`src/rtl/uart_pkg.sv`:
```
// Shared types and frame-format constants for the UART receiver.
package uart_pkg;

  localparam int OVERSAMPLE_DEF = 16;
  localparam int DATA_BITS_DEF  = 8;
  localparam int DATA_BITS_MIN  = 5;
  localparam int DATA_BITS_MAX  = 8;

  localparam logic LINE_IDLE = 1'b1;
  localparam logic START_BIT = 1'b0;
  localparam logic STOP_BIT  = 1'b1;

  typedef enum logic [2:0] {
    ST_IDLE,
    ST_START,
    ST_DATA,
    ST_PARITY,
    ST_STOP,
    ST_BRK_WAIT
  } rx_state_e;

endpackage

```
`src/rtl/uart_rx_sync.sv`:
```
// Two-flop synchronizer for the asynchronous rx line; resets to the idle level.
module uart_rx_sync
  import uart_pkg::*;
(
  input  logic clk,
  input  logic rst_n,
  input  logic rx_i,
  output logic rx_s_o
);

  logic meta_q, sync_q;

  always_ff @(posedge clk) begin
    if (!rst_n) begin
      meta_q <= LINE_IDLE;
      sync_q <= LINE_IDLE;
    end else begin
      meta_q <= rx_i;
      sync_q <= meta_q;
    end
  end

  assign rx_s_o = sync_q;

endmodule

```
`src/rtl/uart_rx_frame.sv`:
```
// Oversampled UART frame receiver with valid/ready output and error pulses.
// Optional even parity bit: define UART_RX_PARITY_EN.
module uart_rx_frame
  import uart_pkg::*;
#(
  parameter int DATA_BITS  = DATA_BITS_DEF,
  parameter int OVERSAMPLE = OVERSAMPLE_DEF
) (
  input  logic                 clk,
  input  logic                 rst_n,
  input  logic                 baud_tick,
  input  logic                 rx,
  output logic [DATA_BITS-1:0] data_out,
  output logic                 data_valid,
  input  logic                 data_ready,
  output logic                 frame_err,
  output logic                 overrun_err,
  output logic                 parity_err,
  output logic                 busy
);

  localparam int TW = (OVERSAMPLE > 1) ? $clog2(OVERSAMPLE) : 1;
  localparam int BW = (DATA_BITS > 1) ? $clog2(DATA_BITS) : 1;
  localparam logic [TW-1:0] TICK_MID  = TW'(OVERSAMPLE / 2 - 1);
  localparam logic [TW-1:0] TICK_WRAP = TW'(OVERSAMPLE - 1);
  localparam logic [BW-1:0] BIT_LAST  = BW'(DATA_BITS - 1);

  logic rx_s;

  uart_rx_sync u_sync (
    .clk    (clk),
    .rst_n  (rst_n),
    .rx_i   (rx),
    .rx_s_o (rx_s)
  );

  rx_state_e              state_q, state_d;
  logic [TW-1:0]          tick_q, tick_d;
  logic [BW-1:0]          bit_q, bit_d;
  logic [DATA_BITS-1:0]   shift_q, shift_d;
  logic [DATA_BITS-1:0]   data_q;
  logic                   dvalid_q, ferr_q, oerr_q, busy_q;
  logic                   done_ok, frame_bad;
`ifdef UART_RX_PARITY_EN
  logic                   par_q, par_d, perr_q, par_bad;
`endif

  always_comb begin
    state_d   = state_q;
    tick_d    = tick_q;
    bit_d     = bit_q;
    shift_d   = shift_q;
    done_ok   = 1'b0;
    frame_bad = 1'b0;
`ifdef UART_RX_PARITY_EN
    par_d     = par_q;
    par_bad   = 1'b0;
`endif
    if (baud_tick) begin
      case (state_q)
        ST_IDLE: begin
          if (rx_s == START_BIT) begin
            state_d = ST_START;
            tick_d  = '0;
          end
        end
        ST_START: begin
          // Re-check the line half a bit in, so short low glitches are dropped.
          if (tick_q == TICK_MID) begin
            tick_d  = '0;
            bit_d   = '0;
            state_d = (rx_s == START_BIT) ? ST_DATA : ST_IDLE;
          end else begin
            tick_d = tick_q + 1'b1;
          end
        end
        ST_DATA: begin
          if (tick_q == TICK_WRAP) begin
            tick_d  = '0;
            shift_d = {rx_s, shift_q[DATA_BITS-1:1]};
            bit_d   = bit_q + 1'b1;
            if (bit_q == BIT_LAST) begin
              bit_d = '0;
`ifdef UART_RX_PARITY_EN
              state_d = ST_PARITY;
`else
              state_d = ST_STOP;
`endif
            end
          end else begin
            tick_d = tick_q + 1'b1;
          end
        end
`ifdef UART_RX_PARITY_EN
        ST_PARITY: begin
          if (tick_q == TICK_WRAP) begin
            tick_d  = '0;
            par_d   = rx_s;
            state_d = ST_STOP;
          end else begin
            tick_d = tick_q + 1'b1;
          end
        end
`endif
        ST_STOP: begin
          if (tick_q == TICK_WRAP) begin
            tick_d = '0;
            if (rx_s == STOP_BIT) begin
              state_d = ST_IDLE;
`ifdef UART_RX_PARITY_EN
              if (par_q != ^shift_q) par_bad = 1'b1;
              else                   done_ok = 1'b1;
`else
              done_ok = 1'b1;
`endif
            end else begin
              frame_bad = 1'b1;
              state_d   = ST_BRK_WAIT;
            end
          end else begin
            tick_d = tick_q + 1'b1;
          end
        end
        ST_BRK_WAIT: begin
          if (rx_s == LINE_IDLE) state_d = ST_IDLE;
        end
        default: state_d = ST_IDLE;
      endcase
    end
  end

  always_ff @(posedge clk) begin
    if (!rst_n) begin
      state_q  <= ST_IDLE;
      tick_q   <= '0;
      bit_q    <= '0;
      shift_q  <= '0;
      data_q   <= '0;
      dvalid_q <= 1'b0;
      ferr_q   <= 1'b0;
      oerr_q   <= 1'b0;
      busy_q   <= 1'b0;
`ifdef UART_RX_PARITY_EN
      par_q    <= 1'b0;
      perr_q   <= 1'b0;
`endif
    end else begin
      state_q <= state_d;
      tick_q  <= tick_d;
      bit_q   <= bit_d;
      shift_q <= shift_d;
      busy_q  <= (state_d != ST_IDLE);
      ferr_q  <= frame_bad;
      oerr_q  <= 1'b0;
`ifdef UART_RX_PARITY_EN
      par_q   <= par_d;
      perr_q  <= par_bad;
`endif
      // A consume in the same cycle frees the slot for the new frame.
      if (done_ok) begin
        if (dvalid_q && !data_ready) begin
          oerr_q <= 1'b1;
        end else begin
          data_q   <= shift_q;
          dvalid_q <= 1'b1;
        end
      end else if (dvalid_q && data_ready) begin
        dvalid_q <= 1'b0;
      end
    end
  end

  assign data_out    = data_q;
  assign data_valid  = dvalid_q;
  assign frame_err   = ferr_q;
  assign overrun_err = oerr_q;
  assign busy        = busy_q;
`ifdef UART_RX_PARITY_EN
  assign parity_err  = perr_q;
`else
  assign parity_err  = 1'b0;
`endif

endmodule

```
`config.mk`:
```
export PLATFORM = sky130hd
export DESIGN_NAME = uart_rx_frame
export DESIGN_NICKNAME = d
export VERILOG_FILES = /design/src/rtl/uart_pkg.sv /design/src/rtl/uart_rx_sync.sv /design/src/rtl/uart_rx_frame.sv
export SDC_FILE = /design/constraint.sdc
export NUM_CORES = 1
export LEC_CHECK = 0
export CORE_MARGIN = 5
export CORE_UTILIZATION = 45
export CTS_CLUSTER_DIAMETER = 60
export DETAILED_ROUTE_END_ITERATION = 12
export GPL_TIMING_DRIVEN = 0
export PLACE_DENSITY_LB_ADDON = 0.08
export RECOVER_POWER = 50
export SLEW_MARGIN = 30
export SYNTH_ARGS = -nofsm -noshare
export SYNTH_HDL_FRONTEND = slang
export SYNTH_HIERARCHICAL = 1
export SYNTH_SLANG_ARGS = --single-unit
```
`constraint.sdc`:
```
create_clock -name clk -period 2 [get_ports clk]
set_clock_uncertainty 0.2 [all_clocks]
set_input_delay 0.6 -clock clk [delete_from_list [all_inputs] [get_ports clk]]
set_output_delay 0.6 -clock clk [all_outputs]
set_load 0.05 [all_outputs]
```
==> impl_metrics.toml <==
[outcome]
status = "completed"

[place]
placed_cell_area_mm2 = 0.00175
gp_congestion = 0.847
dp.cells = 219
dp_hpwl_um = 2260
port_buffers = 16

[yosys]
synth_cell_type_count = 46
ys_ff_latch = 32
yosys_warnings = 6
postSynthCellCount = 157
synth_top_family_by_area = "simple AND/OR/NAND/NOR gates"
synth-simple-area-share_pct = 23.8
synth_flop_cell = "dfxtp_1"
synth_adder_area_share_pct = 2.44
synth_mux_area_share_pct = 11.7
ys_seq_area_share_pct = 41.7
synth_area_per_cell_um2 = 9.79
synth_nets = 165
synthesis.area_mm2 = 0.00154
synth_edf_count = 0
synth-xor-area-share_pct = 1.14
async_reset_ff_share_pct = 0
synth_compound_area_share_pct = 12.1

[sta]
max_freq_ghz = 0.508
setup_violations = 0
layout_min_cycle_time_ps = 1970
slew_viol_final = 0
hold_viol = 0
post-route-period-util_pct = 98.4
holdWs_ps = 213
rsz0062_at_grt = "no"

[drt]
avgRoutedWirePerCell_um = 13.6
drc = 0
drt_first_pass_iters = 4
drtIter0Drc = 74
ant_nets = 0
drt_wl_total_um = 3100
vias_per_cell = 5.25
vias = 1192

[critical_path]
r2r_slack_ps = 150
path_delay_family = "buffers and inverters"
crit_fanout = 1
critPathCaptureType = "output port"
cp_data_arrival_time_ps = 1170
path_class = "reg -> out"
max_stage_delay_ps = 520
timing.critical_path.buf_inv = 1
crit_required_ps = 1200
start_kind = "register"
path_cells = "dlygate4sd2_1"
worst_path_max_delay_cell = "dlygate4sd2_1"

[floorplan]
io_pins = 18
floorplan.die_area_mm2 = 0.00468
die-height_um = 68.4
initial_core_util_pct = 46.4
fp-row-count = 21
die_w_um = 68.4
coreArea_mm2 = 0.00331

[global_routing]
grt_pass1_wl_um = 5220
antenna_found_initial = 0
grt_remaining_overflow = 0
grt_max_degree = 11
grt_usage_pct = 15.2
grt_pass1_vias = 1165

[power_and_ir_drop]
power_mw = 1.09
power-per-cell-area_mw_per_mm2 = 599
vdd_drop_max_v = 0.000457
p_leak_nw = 0.717

[clock_network]
cts_buffers = 5
cts_htree_levels = 2
clk_transition_reported_paths_ps = 100
clockBufferDepth = 2
postCtsHoldBufs = 0
cts-root-buf = "clkbuf_4"
cts_tree = "built"
insertion_delay_ps = 330
postCtsSetupBuffers = 0
clock_sinks = 32

[layout]
layout.nets = 188
synthToLayoutAreaGrowth_pct = 18.8
diodes = 0
layout_common_cells = "dfxtp_1, nor2_1, mux2i_1"
final_common_cell = "dfxtp_1"
drive_above_1_share_pct = 19.9
design_area_mm2 = 0.00183
final_core_util_pct = 55.1
final_cells = 227

[run]
max_cap_violations = 0

[worst_hold_path]
min_path_type = "reg -> reg"
==> synthesized netlist by cell type (all sizes together), types with 3 or more instances <==
cell type / number / area [µm²]
a21oi: 7 / 35.0
buf: 8 / 53.8
dfxtp: 32 / 641
ha: 3 / 37.5
inv: 4 / 15.0
mux2i: 18 / 180
nand2: 10 / 37.5
nand2b: 4 / 25.0
nand3: 5 / 25.0
nand4: 3 / 31.3
nor2: 19 / 71.3
nor3b: 4 / 40.0
o21ai: 4 / 23.8
or3b: 3 / 28.8
==> worst paths after layout <==
path / startpoint / endpoint / depth (start not counted)
worst min register to register: u_sync/meta_q / u_sync/rx_s_o / 1
worst max-delay path: busy / busy / 1
worst min-delay path: u_sync/meta_q / u_sync/rx_s_o / 1
worst max register to register: state_q[1] / tick_q[3] / 5
==> registers in the layout (all words and copies together) (netlist names) <==
name           flops
data_valid         1
busy               1
u_sync/rx_s_o      1
bit_q              3
data_out           8
overrun_err        1
state_q            3
u_sync/meta_q      1
frame_err          1
tick_q             4
shift_q            8
==> stage by stage <==
stage / setup TNS, ps / worst slack, ps
2_1_floorplan: 0 / 237
6_report: 0 / 31.9
4_1_cts: 0 / 0.911
3_5_place_dp: -9320 / -465
5_1_grt: 0 / 0.595
3_3_place_gp: -9010 / -456
==> cell families after synthesis <==
| logic type | after synthesis |
|---|---|
| xor+xnor | 2 |
| compound gates | 24 |
| mux | 18 |
| fa+ha+maj | 3 |
| buf+inv | 15 |
| simple gates | 62 |
| flops | 32 |
| other cells | 1 |
==> per-layer routing <==
layer / wire, µm / part of all wire [%] / track usage [%] / up-vias
met5: 0 / 0 / 0 / -
met4: 40 / 1.3 / 7.69 / 0
met3: 114 / 3.7 / 3.61 / 6
met2: 1560 / 50 / 26.1 / 23
met1: 1380 / 45 / 17.2 / 561
li1: - / - / - / 602
==> final cells by class <==
cell class	count	area [µm²]
clock buffers	6	51.3
clock inverters	2	10.0
inverters	4	15.0
fillers	328	1490
repair buffers	16	130
flip-flops and latches	32	641
well taps	46	57.6
multi-input cells	110	826
plain buffers	11	95.1
==> timing repair <==
item,in CTS,in global routing
gates resized for setup,26,14
setup endpoints to repair,30,29
pin swaps,0,1
==> where the power goes <==
part | switching (mW) | leakage (nW) | internal, mW | total (mW)
registers | 0.00157 | 0.258 | 0.640 | 0.642
clock network | 0.225 | 0.0380 | 0.167 | 0.392
logic | 0.0355 | 0.420 | 0.0243 | 0.0598
total | 0.262 | 0.717 | 0.832 | 1.09
Power figures use the tool's default switching activity.
